--- config.mk ---
export PLATFORM = sky130hd
export DESIGN_NAME = rc4_decrypt_core
export DESIGN_NICKNAME = d
export VERILOG_FILES = /design/src/rtl/rc4_decrypt_core.sv
export SDC_FILE = /design/constraint.sdc
export NUM_CORES = 1
export LEC_CHECK = 0
export BUFFER_PORTS_ARGS = -buffer_cell sky130_fd_sc_hd__buf_4
export CORE_MARGIN = 2
export CORE_UTILIZATION = 50
export CTS_CLUSTER_DIAMETER = 120
export DETAILED_ROUTE_END_ITERATION = 16
export GPL_TIMING_DRIVEN = 1
export PLACE_DENSITY = 0.71
export SLEW_MARGIN = 25
export SYNTH_ARGS = -nofsm -noshare
export SYNTH_HDL_FRONTEND = slang
export SYNTH_SLANG_ARGS = --single-unit
--- constraint.sdc ---
create_clock -name clk -period 6.5 [get_ports clk]
set_input_delay 1.3 -clock clk [delete_from_list [all_inputs] [get_ports clk]]
set_output_delay 1.3 -clock clk [all_outputs]
set_load 0.02 [all_outputs]
--- src/rtl/rc4_decrypt_core.sv ---
// RC4 decryption engine: S-box init, key scheduling, then keystream XOR of the encrypted ROM into the decrypted RAM.
// Optional macro RC4_CHECK_EN: abort the run at the first plaintext byte outside 'a'..'z' / space.
module rc4_decrypt_core #(
   parameter int KEY_BYTES = 3,
   parameter int MSG_LEN   = 32,
   parameter int MSG_AW    = 5
) (
   input  logic                   clk,
   input  logic                   reset,
   input  logic                   start,
   input  logic [8*KEY_BYTES-1:0] secret_key,
   output logic                   busy,
   output logic                   done,
   output logic                   key_valid,
   output logic [7:0]             s_mem_addr,
   output logic [7:0]             s_mem_data_in,
   output logic                   s_mem_write,
   input  logic [7:0]             s_mem_data_out,
   output logic [MSG_AW-1:0]      e_mem_addr,
   input  logic [7:0]             e_mem_data_out,
   output logic [MSG_AW-1:0]      d_mem_addr,
   output logic [7:0]             d_mem_data_in,
   output logic                   d_mem_write
);

   typedef enum logic [4:0] {
      S_IDLE, S_INIT,
      S_K_RDI, S_K_WTI, S_K_RDJ, S_K_WTJ, S_K_WRI, S_K_WRJ,
      S_P_RDI, S_P_WTI, S_P_RDJ, S_P_WTJ, S_P_WRI, S_P_WRJ, S_P_RDF, S_P_WTF, S_P_OUT,
      S_FINISH
   } state_t;

   localparam logic [3:0]        KEY_LAST = 4'(KEY_BYTES - 1);
   localparam logic [MSG_AW-1:0] MSG_LAST = MSG_AW'(MSG_LEN - 1);

   state_t                 r_state, w_state_n;
   logic [8*KEY_BYTES-1:0] r_key, w_key_n;
   logic [7:0]             r_i, w_i_n, r_j, w_j_n, r_si, w_si_n, r_sj, w_sj_n, r_e, w_e_n;
   logic [3:0]             r_kidx, w_kidx_n;
   logic [MSG_AW-1:0]      r_k, w_k_n;
   logic [7:0]             r_s_addr, w_s_addr_n, r_s_din, w_s_din_n;
   logic                   r_s_we, w_s_we_n;
   logic [MSG_AW-1:0]      r_e_addr, w_e_addr_n, r_d_addr, w_d_addr_n;
   logic [7:0]             r_d_din, w_d_din_n;
   logic                   r_d_we, w_d_we_n;
   logic                   r_busy, w_busy_n, r_done, w_done_n, r_valid, w_valid_n;
   logic [7:0]             w_kb [16];
   logic [7:0]             w_j_ksa, w_j_prga, w_fout;
   logic                   w_ok;

   // Key bytes laid out MSB-first; unused slots read as zero.
   for (genvar b = 0; b < 16; b++) begin : g_kb
      if (b < KEY_BYTES) begin : g_on
         assign w_kb[b] = r_key[8*(KEY_BYTES-1-b) +: 8];
      end else begin : g_off
         assign w_kb[b] = '0;
      end
   end

   assign w_j_ksa  = r_j + s_mem_data_out + w_kb[r_kidx];
   assign w_j_prga = r_j + s_mem_data_out;
   assign w_fout   = s_mem_data_out ^ r_e;

`ifdef RC4_CHECK_EN
   assign w_ok = ((w_fout >= 8'h61) && (w_fout <= 8'h7A)) || (w_fout == 8'h20);
`else
   assign w_ok = 1'b1;
`endif

   always_ff @(posedge clk or posedge reset) begin
      if (reset) begin
         r_state  <= S_IDLE;
         r_key    <= '0;
         r_i      <= '0;
         r_j      <= '0;
         r_si     <= '0;
         r_sj     <= '0;
         r_e      <= '0;
         r_kidx   <= '0;
         r_k      <= '0;
         r_s_addr <= '0;
         r_s_din  <= '0;
         r_s_we   <= 1'b0;
         r_e_addr <= '0;
         r_d_addr <= '0;
         r_d_din  <= '0;
         r_d_we   <= 1'b0;
         r_busy   <= 1'b0;
         r_done   <= 1'b0;
         r_valid  <= 1'b0;
      end else begin
         r_state  <= w_state_n;
         r_key    <= w_key_n;
         r_i      <= w_i_n;
         r_j      <= w_j_n;
         r_si     <= w_si_n;
         r_sj     <= w_sj_n;
         r_e      <= w_e_n;
         r_kidx   <= w_kidx_n;
         r_k      <= w_k_n;
         r_s_addr <= w_s_addr_n;
         r_s_din  <= w_s_din_n;
         r_s_we   <= w_s_we_n;
         r_e_addr <= w_e_addr_n;
         r_d_addr <= w_d_addr_n;
         r_d_din  <= w_d_din_n;
         r_d_we   <= w_d_we_n;
         r_busy   <= w_busy_n;
         r_done   <= w_done_n;
         r_valid  <= w_valid_n;
      end
   end

   // Reads are issued one state, waited one state, consumed the next (sync RAM latency).
   always_comb begin
      w_state_n  = r_state;
      w_key_n    = r_key;
      w_i_n      = r_i;
      w_j_n      = r_j;
      w_si_n     = r_si;
      w_sj_n     = r_sj;
      w_e_n      = r_e;
      w_kidx_n   = r_kidx;
      w_k_n      = r_k;
      w_s_addr_n = r_s_addr;
      w_s_din_n  = r_s_din;
      w_s_we_n   = 1'b0;
      w_e_addr_n = r_e_addr;
      w_d_addr_n = r_d_addr;
      w_d_din_n  = r_d_din;
      w_d_we_n   = 1'b0;
      w_busy_n   = r_busy;
      w_done_n   = r_done;
      w_valid_n  = r_valid;
      case (r_state)
         S_IDLE: begin
            if (start) begin
               w_key_n   = secret_key;
               w_done_n  = 1'b0;
               w_valid_n = 1'b0;
               w_busy_n  = 1'b1;
               w_i_n     = '0;
               w_state_n = S_INIT;
            end
         end
         S_INIT: begin
            w_s_addr_n = r_i;
            w_s_din_n  = r_i;
            w_s_we_n   = 1'b1;
            w_i_n      = r_i + 8'd1;
            if (r_i == 8'hFF) begin
               w_j_n     = '0;
               w_kidx_n  = '0;
               w_state_n = S_K_RDI;
            end
         end
         S_K_RDI: begin
            w_s_addr_n = r_i;
            w_state_n  = S_K_WTI;
         end
         S_K_WTI: w_state_n = S_K_RDJ;
         S_K_RDJ: begin
            w_si_n     = s_mem_data_out;
            w_j_n      = w_j_ksa;
            w_s_addr_n = w_j_ksa;
            w_state_n  = S_K_WTJ;
         end
         S_K_WTJ: w_state_n = S_K_WRI;
         S_K_WRI: begin
            w_s_addr_n = r_i;
            w_s_din_n  = s_mem_data_out;
            w_s_we_n   = 1'b1;
            w_state_n  = S_K_WRJ;
         end
         S_K_WRJ: begin
            w_s_addr_n = r_j;
            w_s_din_n  = r_si;
            w_s_we_n   = 1'b1;
            w_i_n      = r_i + 8'd1;
            w_kidx_n   = (r_kidx == KEY_LAST) ? 4'd0 : r_kidx + 4'd1;
            if (r_i == 8'hFF) begin
               w_j_n     = '0;
               w_k_n     = '0;
               w_state_n = S_P_RDI;
            end else begin
               w_state_n = S_K_RDI;
            end
         end
         S_P_RDI: begin
            w_i_n      = r_i + 8'd1;
            w_s_addr_n = r_i + 8'd1;
            w_e_addr_n = r_k;
            w_state_n  = S_P_WTI;
         end
         S_P_WTI: w_state_n = S_P_RDJ;
         S_P_RDJ: begin
            w_si_n     = s_mem_data_out;
            w_j_n      = w_j_prga;
            w_s_addr_n = w_j_prga;
            w_e_n      = e_mem_data_out;
            w_state_n  = S_P_WTJ;
         end
         S_P_WTJ: w_state_n = S_P_WRI;
         S_P_WRI: begin
            w_sj_n     = s_mem_data_out;
            w_s_addr_n = r_i;
            w_s_din_n  = s_mem_data_out;
            w_s_we_n   = 1'b1;
            w_state_n  = S_P_WRJ;
         end
         S_P_WRJ: begin
            w_s_addr_n = r_j;
            w_s_din_n  = r_si;
            w_s_we_n   = 1'b1;
            w_state_n  = S_P_RDF;
         end
         S_P_RDF: begin
            w_s_addr_n = r_si + r_sj;
            w_state_n  = S_P_WTF;
         end
         S_P_WTF: w_state_n = S_P_OUT;
         S_P_OUT: begin
            w_d_addr_n = r_k;
            w_d_din_n  = w_fout;
            w_d_we_n   = 1'b1;
            w_k_n      = r_k + 1'b1;
            if (!w_ok || (r_k == MSG_LAST)) begin
               w_valid_n = w_ok;
               w_state_n = S_FINISH;
            end else begin
               w_state_n = S_P_RDI;
            end
         end
         S_FINISH: begin
            w_busy_n  = 1'b0;
            w_done_n  = 1'b1;
            w_state_n = S_IDLE;
         end
         default: w_state_n = S_IDLE;
      endcase
   end

   assign busy          = r_busy;
   assign done          = r_done;
   assign key_valid     = r_valid;
   assign s_mem_addr    = r_s_addr;
   assign s_mem_data_in = r_s_din;
   assign s_mem_write   = r_s_we;
   assign e_mem_addr    = r_e_addr;
   assign d_mem_addr    = r_d_addr;
   assign d_mem_data_in = r_d_din;
   assign d_mem_write   = r_d_we;

endmodule
Yosys cells after proc, flatten, opt, wreduce, memory -nomap -nowiden
Cells that the tools add are included.
{ "op_classes": {"n_addsub": 6, "mul": 0, "div": 0, "n_lt_le_gt_ge": 1, "eq_ne": 25, "shifts": 0, "mux": 27, "bitwise_logic": 2, "n_reduce_logical": 24} }
{ "op_table": {"columns": ["operator", "count"], "rows": [
  ["5-bit case mux with 17 select lines", 1],
  ["8-bit case mux with 3 select lines", 2],
  ["8-bit case mux with 6 select lines", 1],
  ["5-bit by 4-bit == test with 1-bit output (second input constant)", 8],
  ["8-bit binary-select mux with 4-bit select", 1],
  ["8-bit 2-to-1 mux", 4],
  ["8-bit adder", 3],
  ["5-bit by 3-bit == test with 1-bit output (second input constant)", 4],
  ["5-bit 2-to-1 mux", 4],
  ["8-bit case mux with 2 select lines", 1],
  ["5-bit == test (second input constant)", 3],
  ["2-bit AND reduction", 7],
  ["4-bit 2-to-1 mux", 3],
  ["5-bit by 2-bit == test with 1-bit output (second input constant)", 2],
  ["5-bit case mux with 2 select lines", 1],
  ["2-bit nonzero test", 5],
  ["8-bit by 1-bit adder with 8-bit output (second input constant)", 1],
  ["8-bit == test (second input constant)", 1],
  ["2-bit inequality test (second input constant)", 4],
  ["4-bit case mux with 2 select lines", 1],
  ["2-bit OR reduction", 4],
  ["8-bit bitwise XOR", 1],
  ["1-bit case mux with 2 select lines", 3],
  ["3-bit nonzero test", 2],
  ["other kinds (14)", 18]
]} }
{ "totals": {"ff_bits": 117, "latch_bits": 0, "ramBits": 0, "mem_bits_ro": 0, "mem_count": 0} }

Depth between registers and ports, before layout
Gate-level depths: netlist (run 1).
{ "depth": {"ltp_word": 6, "ltp_mapped": 13, "depth_no_buf": 13} }

Least setup slack after synthesis (run 1)
Ideal clock, no wire load.
{ "synth_path": {"kind": "input to register", "start": "input port s_mem_data_out[0]", "end": "register r_s_addr[6], in the netlist s_mem_addr[6]", "setup_ps": 126, "arrival_time_ps": 3569, "t_required_ps": 6374, "setup_slack_ps": 2805, "stages": 9, "path_buffers": 0, "path_cell_list": "ha_1 fa_1 fa_1 a211oi_1 o21bai_1 a21oi_1 xor2_1 o2bb2ai_1 o32a_1"} }
{ "synth_via": {"elab_chain_len": 3} }
{ "synth_lines": {"columns": ["item", "line_no", "rtl"], "rows": [
  ["start, declared", "18", "input logic [7:0] s_mem_data_out,"],
  ["8-bit adder *", "60, 61", null],
  ["8-bit adder", "60", "assign w_j_ksa = r_j + s_mem_data_out + w_kb[r_kidx];"],
  ["8-bit case mux with 6 select lines *", "135", "case (r_state)"],
  ["end signal, assigned", "101", "r_s_addr <= w_s_addr_n;"],
  ["end, declared", "41", "logic [7:0] r_s_addr, w_s_addr_n, r_s_din, w_s_din_n;"]
]} }
Every way passes the cells marked *; elsewhere a longest branch is shown, timed or not.
A chain may end at the register's enable or synchronous reset.

Worst setup path after layout (run 1)
{ "layout_path": {"start": "input port s_mem_data_out[0]", "end": "register r_s_addr[7], in the netlist s_mem_addr[7]"} }
Same word-level chain as after synthesis.

==> impl_metrics.ini, run 1 <==
[detailed_routing]
viasPerCell = 5.72
vias = 5322
totalWireLength_um = 16700
wl_per_cell_um = 18.0
remaining_drc_errors = 0
drt-pass1-iter-count = 5
ant_nets = 0
first_iter_violations = 460

[sta]
rsz0062_at_grt = false
setup_viol = 0
fmax_ghz = 0.270
finalCritPeriodShare_pct = 56.9
fin_tns_setup_ps = 0
hold_viol_final = 0
layout_min_cycle_time_ps = 3700
finalMaxSlewViolations = 0
maxSlewHeadroom_pct = 35.5
tightest_slew_ps = 963
skew_ps = 8.83

[yosys]
yosysTopAreaCell = dfrtp_1
synth_warnings = 0
synth_xor_area_share_pct = 3.83
synth_top_area_share_pct = 44.1
synthMuxAreaShare_pct = 11.0
ys_ff_latch = 117
yosys-top-cells-area = dfrtp_1 (44%), mux2_2 (7.8%), nand2_1 (5.4%), ha_1 (4.9%), o21ai_0 (3.5%)
syn-num-nets = 744
syn_inst = 672
synthFlopType = dfrtp_1
syn_area_um2 = 6630
synth_edf_count = 0
synth-async-reset-ratio_pct = 100
synth-simple-area-share_pct = 15.1
synth_fa_ha_area_share_pct = 5.81
synth-compound-area-share_pct = 16.6
ys_seq_area_share_pct = 44.1
yosys.cell_types.count = 70
syn_avg_cell_area_um2 = 9.87
synthMostInstantiatedCell = dfrtp_1
synth_top_family_by_area = compound AO/OA/AOI/OAI gates
yosys-top-cells-count = dfrtp_1 (117), nand2_1 (95), mux2_2 (46), o21ai_0 (46), nor2_1 (41)

[floorplanning]
initial_utilization_pct = 50.7
io_pins = 82
core_area_um2 = 13100
rows = 42
die-area_um2 = 14200
die_x_um = 119
die_y_um = 119

[min_path]
hp-class = reg2reg

[cts]
postCtsSetupBuffers = 0
clk_pin_slew_ps = 60
cts_root_buf = clkbuf_16
ctsResizeCount = 0
clock-sinks = 117
ctsHoldBuffers = 0
cts_buffers = 17
clk_latency_ps = 420
tritoncts = built
htreeDepth = 4
clock_path_buffers = 2

[global_routing]
grt_first_pass_wirelength_um = 27100
antenna_found_initial = 0
grt_util_all_layers_pct = 24.5
gr-total-overflow = 0
grt_max_degree = 67
grt_pass1_vias = 5145

[finish]
drive_gt1_share_pct = 23.5
fin_nets = 813
fillers = 1111
area_delta_synth_final_pct = 19.7
final_cell_area_um2 = 7940
diodes = 0

[setup_path]
critPathMaxFanout = 5
crit_path_end_kind = flop
cp-start-kind = input pin
crit_arrival_ps = 3990
r2r_slack_ps = 3190
worstSetupPathType = in2reg
cp.required_ps = 6790

[status]
outcome = complete, no violations

[placement]
hpwl_um = 12100
port_buffers = 81
place_area_um2 = 7310
place.gp.congestion = 0.918

[power_and_ir_drop]
p_leak_nw = 3.75
peakVddDrop_mv = 0.190
p_per_area_nw_per_um2 = 295

[flow_run]
drv_cap = 0
==> placed cells by master (no fill, tap or decap), types with 6 or more instances in the layout <==
master,Yosys,routed
clkbuf_16,0,17
xor2_1,9,9
nor3_1,19,18
and3_1,7,7
buf_4,5,84
a211oi_1,7,7
mux2i_1,20,20
nor2b_1,6,6
mux2_2,46,46
a22o_1,7,7
a21oi_1,40,40
xnor2_1,20,20
o21ai_0,46,46
inv_1,13,12
o21bai_1,6,6
o21ai_1,6,6
dfrtp_1,117,117
ha_1,26,26
nand3_1,12,11
nand2_1,95,95
a21o_1,6,6
a22oi_1,6,6
nor2_1,41,41
==> cell type report <==
| class | instances | area [um^2] | area share (%) |
|---|---|---|---|
| Timing Repair Buffer | 84 | 631 | 7.94 |
| Sequential cell | 117 | 2930 | 36.9 |
| Clock inverter | 8 | 120 | 1.51 |
| Clock buffer | 24 | 502 | 6.32 |
| Multi-Input combinational cell | 508 | 3490 | 43.9 |
| Inverter | 13 | 51.3 | 0.646 |
| Tap cell | 176 | 220 | 2.77 |
==> layer usage <==
layer	GRT usage, %	routed length, um	part of all wire, %	up-vias
met2	38.5	7930	47	147
li1	-	-	-	2551
met4	7.22	259	1.5	0
met5	0	0	0	-
met1	33.6	7580	45	2596
met3	6.37	955	5.7	28
==> registers in the layout, summed over array words and instances, names as in the netlist, 8 cells and up <==
name	count
r_i	8
d_mem_data_in	8
r_si	8
r_key	24
r_j	8
r_sj	8
s_mem_data_in	8
r_e	8
s_mem_addr	8
==> cell families after synthesis <==
| logic type | count (synthesis) |
|---|---|
| multiplexers | 67 |
| XOR/XNOR | 29 |
| AO/OA/AOI/OAI | 170 |
| AND/OR/NAND/NOR | 213 |
| buffers and inverters | 47 |
| adder cells (fa/ha/maj) | 29 |
| flip-flops | 117 |
==> final timing paths <==
kind	startpoint	endpoint	cells after the start
max in group asynchronous	reset	d_mem_addr[2]	3
min in group asynchronous	reset	r_sj[0]	2
worst min-delay path	d_mem_addr[1]	d_mem_addr[1]	2
worst max register to register	r_kidx[1]	s_mem_addr[6]	11
worst min register to register	d_mem_addr[1]	d_mem_addr[1]	2
worst max-delay path	s_mem_data_out[0]	s_mem_addr[7]	13
==> critical path, cell delays in order <==
cell and delay, ps:
buf_4 140, ha_1 220, fa_1 440, a211oi_1 240
o21bai_1 110, a21oi_1 190, xnor2_1 200, ha_1 330
a211oi_1 230, a2bb2oi_1 120, xnor2_1 180, xnor2_1 160
o221ai_1 140
==> metrics by stage <==
stage,setup slack [ps],power (mW),std cells,hold WS [ps],util [%]
after floorplan,2100,1.20,672,465,-
after global placement,2470,1.35,898,460,55.8
after detailed placement,2400,1.36,898,467,55.9
after CTS,2820,2.35,930,481,60.6
after global routing,2620,2.45,930,508,60.7
final,2800,2.34,930,471,60.7
==> power by group <==
part           leakage (nW)  internal [mW]  total, mW  switching (mW)
Combinational          2.01          0.230      0.526           0.297
Sequential             1.44          0.780      0.833          0.0530
Clock                 0.302          0.651      0.984           0.332
Note: power is estimated with default switching activity, not from simulation.
==> run 2: changes to the inputs <==
- clock period: 6.5 -> 3.8 ns (I/O delays scaled with it)
==> run 2 against run 1 <==
  * Wire length rose by 0.77%
  * Cell area increased by 0.38%
  * Clock power is 66% higher
  * Worst hold slack worse by 41 ps
  * Clock-buffer cell count shrank 1
  * Largest cell class unchanged
  * Highest routed layer unchanged
==> impl_metrics.ini, run 2 (same netlist as run 1, synthesis figures left out) <==
[floorplanning]
io_pins = 82
die_y_um = 119
die-area_um2 = 14200
core_area_um2 = 13100
initial_utilization_pct = 50.7
die_x_um = 119
rows = 42

[setup_path]
cp.required_ps = 4080
crit_arrival_ps = 3490
cp-start-kind = flop
cpPeakStageDelay_ps = 600
reg2reg_depth = 10
worst-path-buf-inv = 0
crit_family = compound AO/OA/AOI/OAI gates
worstSetupPathType = reg2reg
crit_top_cell = a21oi_1
crit_path_end_kind = flop
path_cells = nor2b_1 > a21oi_1 > nor3_1 > ha_1 > a211o_1 > a21oi_1 > o21bai_1 > xnor2_1 > a2bb2oi_1 > a21oi_1
cp_slowest_cell = dfrtp_1
cp.depth = 10
critPathMaxFanout = 14

[detailed_routing]
ant_nets = 0
drt-pass1-iter-count = 5
first_iter_violations = 429
viasPerCell = 5.75
remaining_drc_errors = 0
dr_wl_met2_um = 8140
top_layer = met4
totalWireLength_um = 16900
drt-met1-wl_um = 7240
wl_per_cell_um = 18.0
met3_length_um = 1130
vias = 5384

[sta]
skew_ps = 9.42
hold_viol_final = 0
fmax_ghz = 0.311
tightest_slew_ps = 917
setup_viol = 0
maxSlewHeadroom_pct = 38.6
rsz0062_at_grt = false
fin_tns_setup_ps = 0
hold_slack_ps = 430
layout_min_cycle_time_ps = 3220
fin_ws_ps = 582
finalCritPeriodShare_pct = 84.7
finalMaxSlewViolations = 0

[power_and_ir_drop]
p_per_area_nw_per_um2 = 498
peakVddDrop_mv = 0.358
p_leak_nw = 3.76

[flow_run]
drv_cap = 0

[finish]
seq_area_um2 = 2930
final_common_cell = dfrtp_1
drive_gt1_share_pct = 23.7
multi_input_area_um2 = 3480
final_cell_area_um2 = 7970
area_delta_synth_final_pct = 20.1
fin_nets = 819
final_cell_mix = dfrtp_1 (117), nand2_1 (95), buf_4 (89)
largest_reg_flops = 24
diodes = 0
fin_cells = 936
fillers = 1117
regMostFlops = r_key

[cts]
clk_pin_slew_ps = 60
clock-sinks = 117
clock_path_buffers = 2
cts_root_buf = clkbuf_16
htreeDepth = 4
ctsHoldBuffers = 0
clk_latency_ps = 420
postCtsSetupBuffers = 0
tritoncts = built
cts_buffers = 17
ctsResizeCount = 0

[placement]
hpwl_um = 12200
dp_slack_ps = 231
port_buffers = 81
dp_cells = 904
place_area_um2 = 7360
place.gp.congestion = 0.945

[min_path]
hp-class = in2async

[global_routing]
gr-total-overflow = 0
grt_first_pass_wirelength_um = 27500
antenna_found_initial = 0
grt_max_degree = 52
grt_pass1_vias = 5449
grt_util_all_layers_pct = 24.9

[status]
outcome = complete, no violations
[run 2: worst reg2reg max path, stage by stage, from the launching register on]
cell	delay (ps)
dfrtp_1	600
nor2b_1	520
a21oi_1	140
nor3_1	340
ha_1	330
a211o_1	310
a21oi_1	210
o21bai_1	110
xnor2_1	220
a2bb2oi_1	200
a21oi_1	90
[run 2: metrics by stage]
stage	power [mW]	utilization [%]
final	3.96	60.9
after global routing	4.15	60.9
after CTS	3.98	60.9
after detailed placement	2.34	56.3
after global placement	2.32	56.3
after floorplan	2.05	-
[run 2: cell type report]
type / count / area share, %
timing repair buffer: 90 / 8.64
tap: 176 / 2.76
clock inverter: 9 / 1.57
clock buffer: 23 / 6.00
multi-input combinational: 508 / 43.6
inverter: 13 / 0.660
sequential: 117 / 36.7
[run 2: report_power, final]
group	switching (mW)	internal (mW)	leakage [nW]
registers	0.0939	1.34	1.44
clock network	0.553	1.08	0.293
logic	0.510	0.395	2.03
total	1.16	2.81	3.76
[run 2: final timing paths]
kind                               start            end  slack, ps
setup / recovery               r_kidx[0]  s_mem_addr[5]        580
hold / removal                     reset        r_si[2]        430
setup reg to reg               r_kidx[0]  s_mem_addr[5]        580
hold reg to reg            e_mem_addr[0]  e_mem_addr[0]        470
max in group asynchronous          reset         r_i[2]       2450
min in group clk           e_mem_addr[0]  e_mem_addr[0]        470
[run 2: metal layers]
layer / vias to the layer above / track usage (%)
met5: - / 0
li1: 2566 / -
met4: 0 / 8.56
met2: 151 / 39.9
met3: 29 / 7.66
met1: 2638 / 32.1
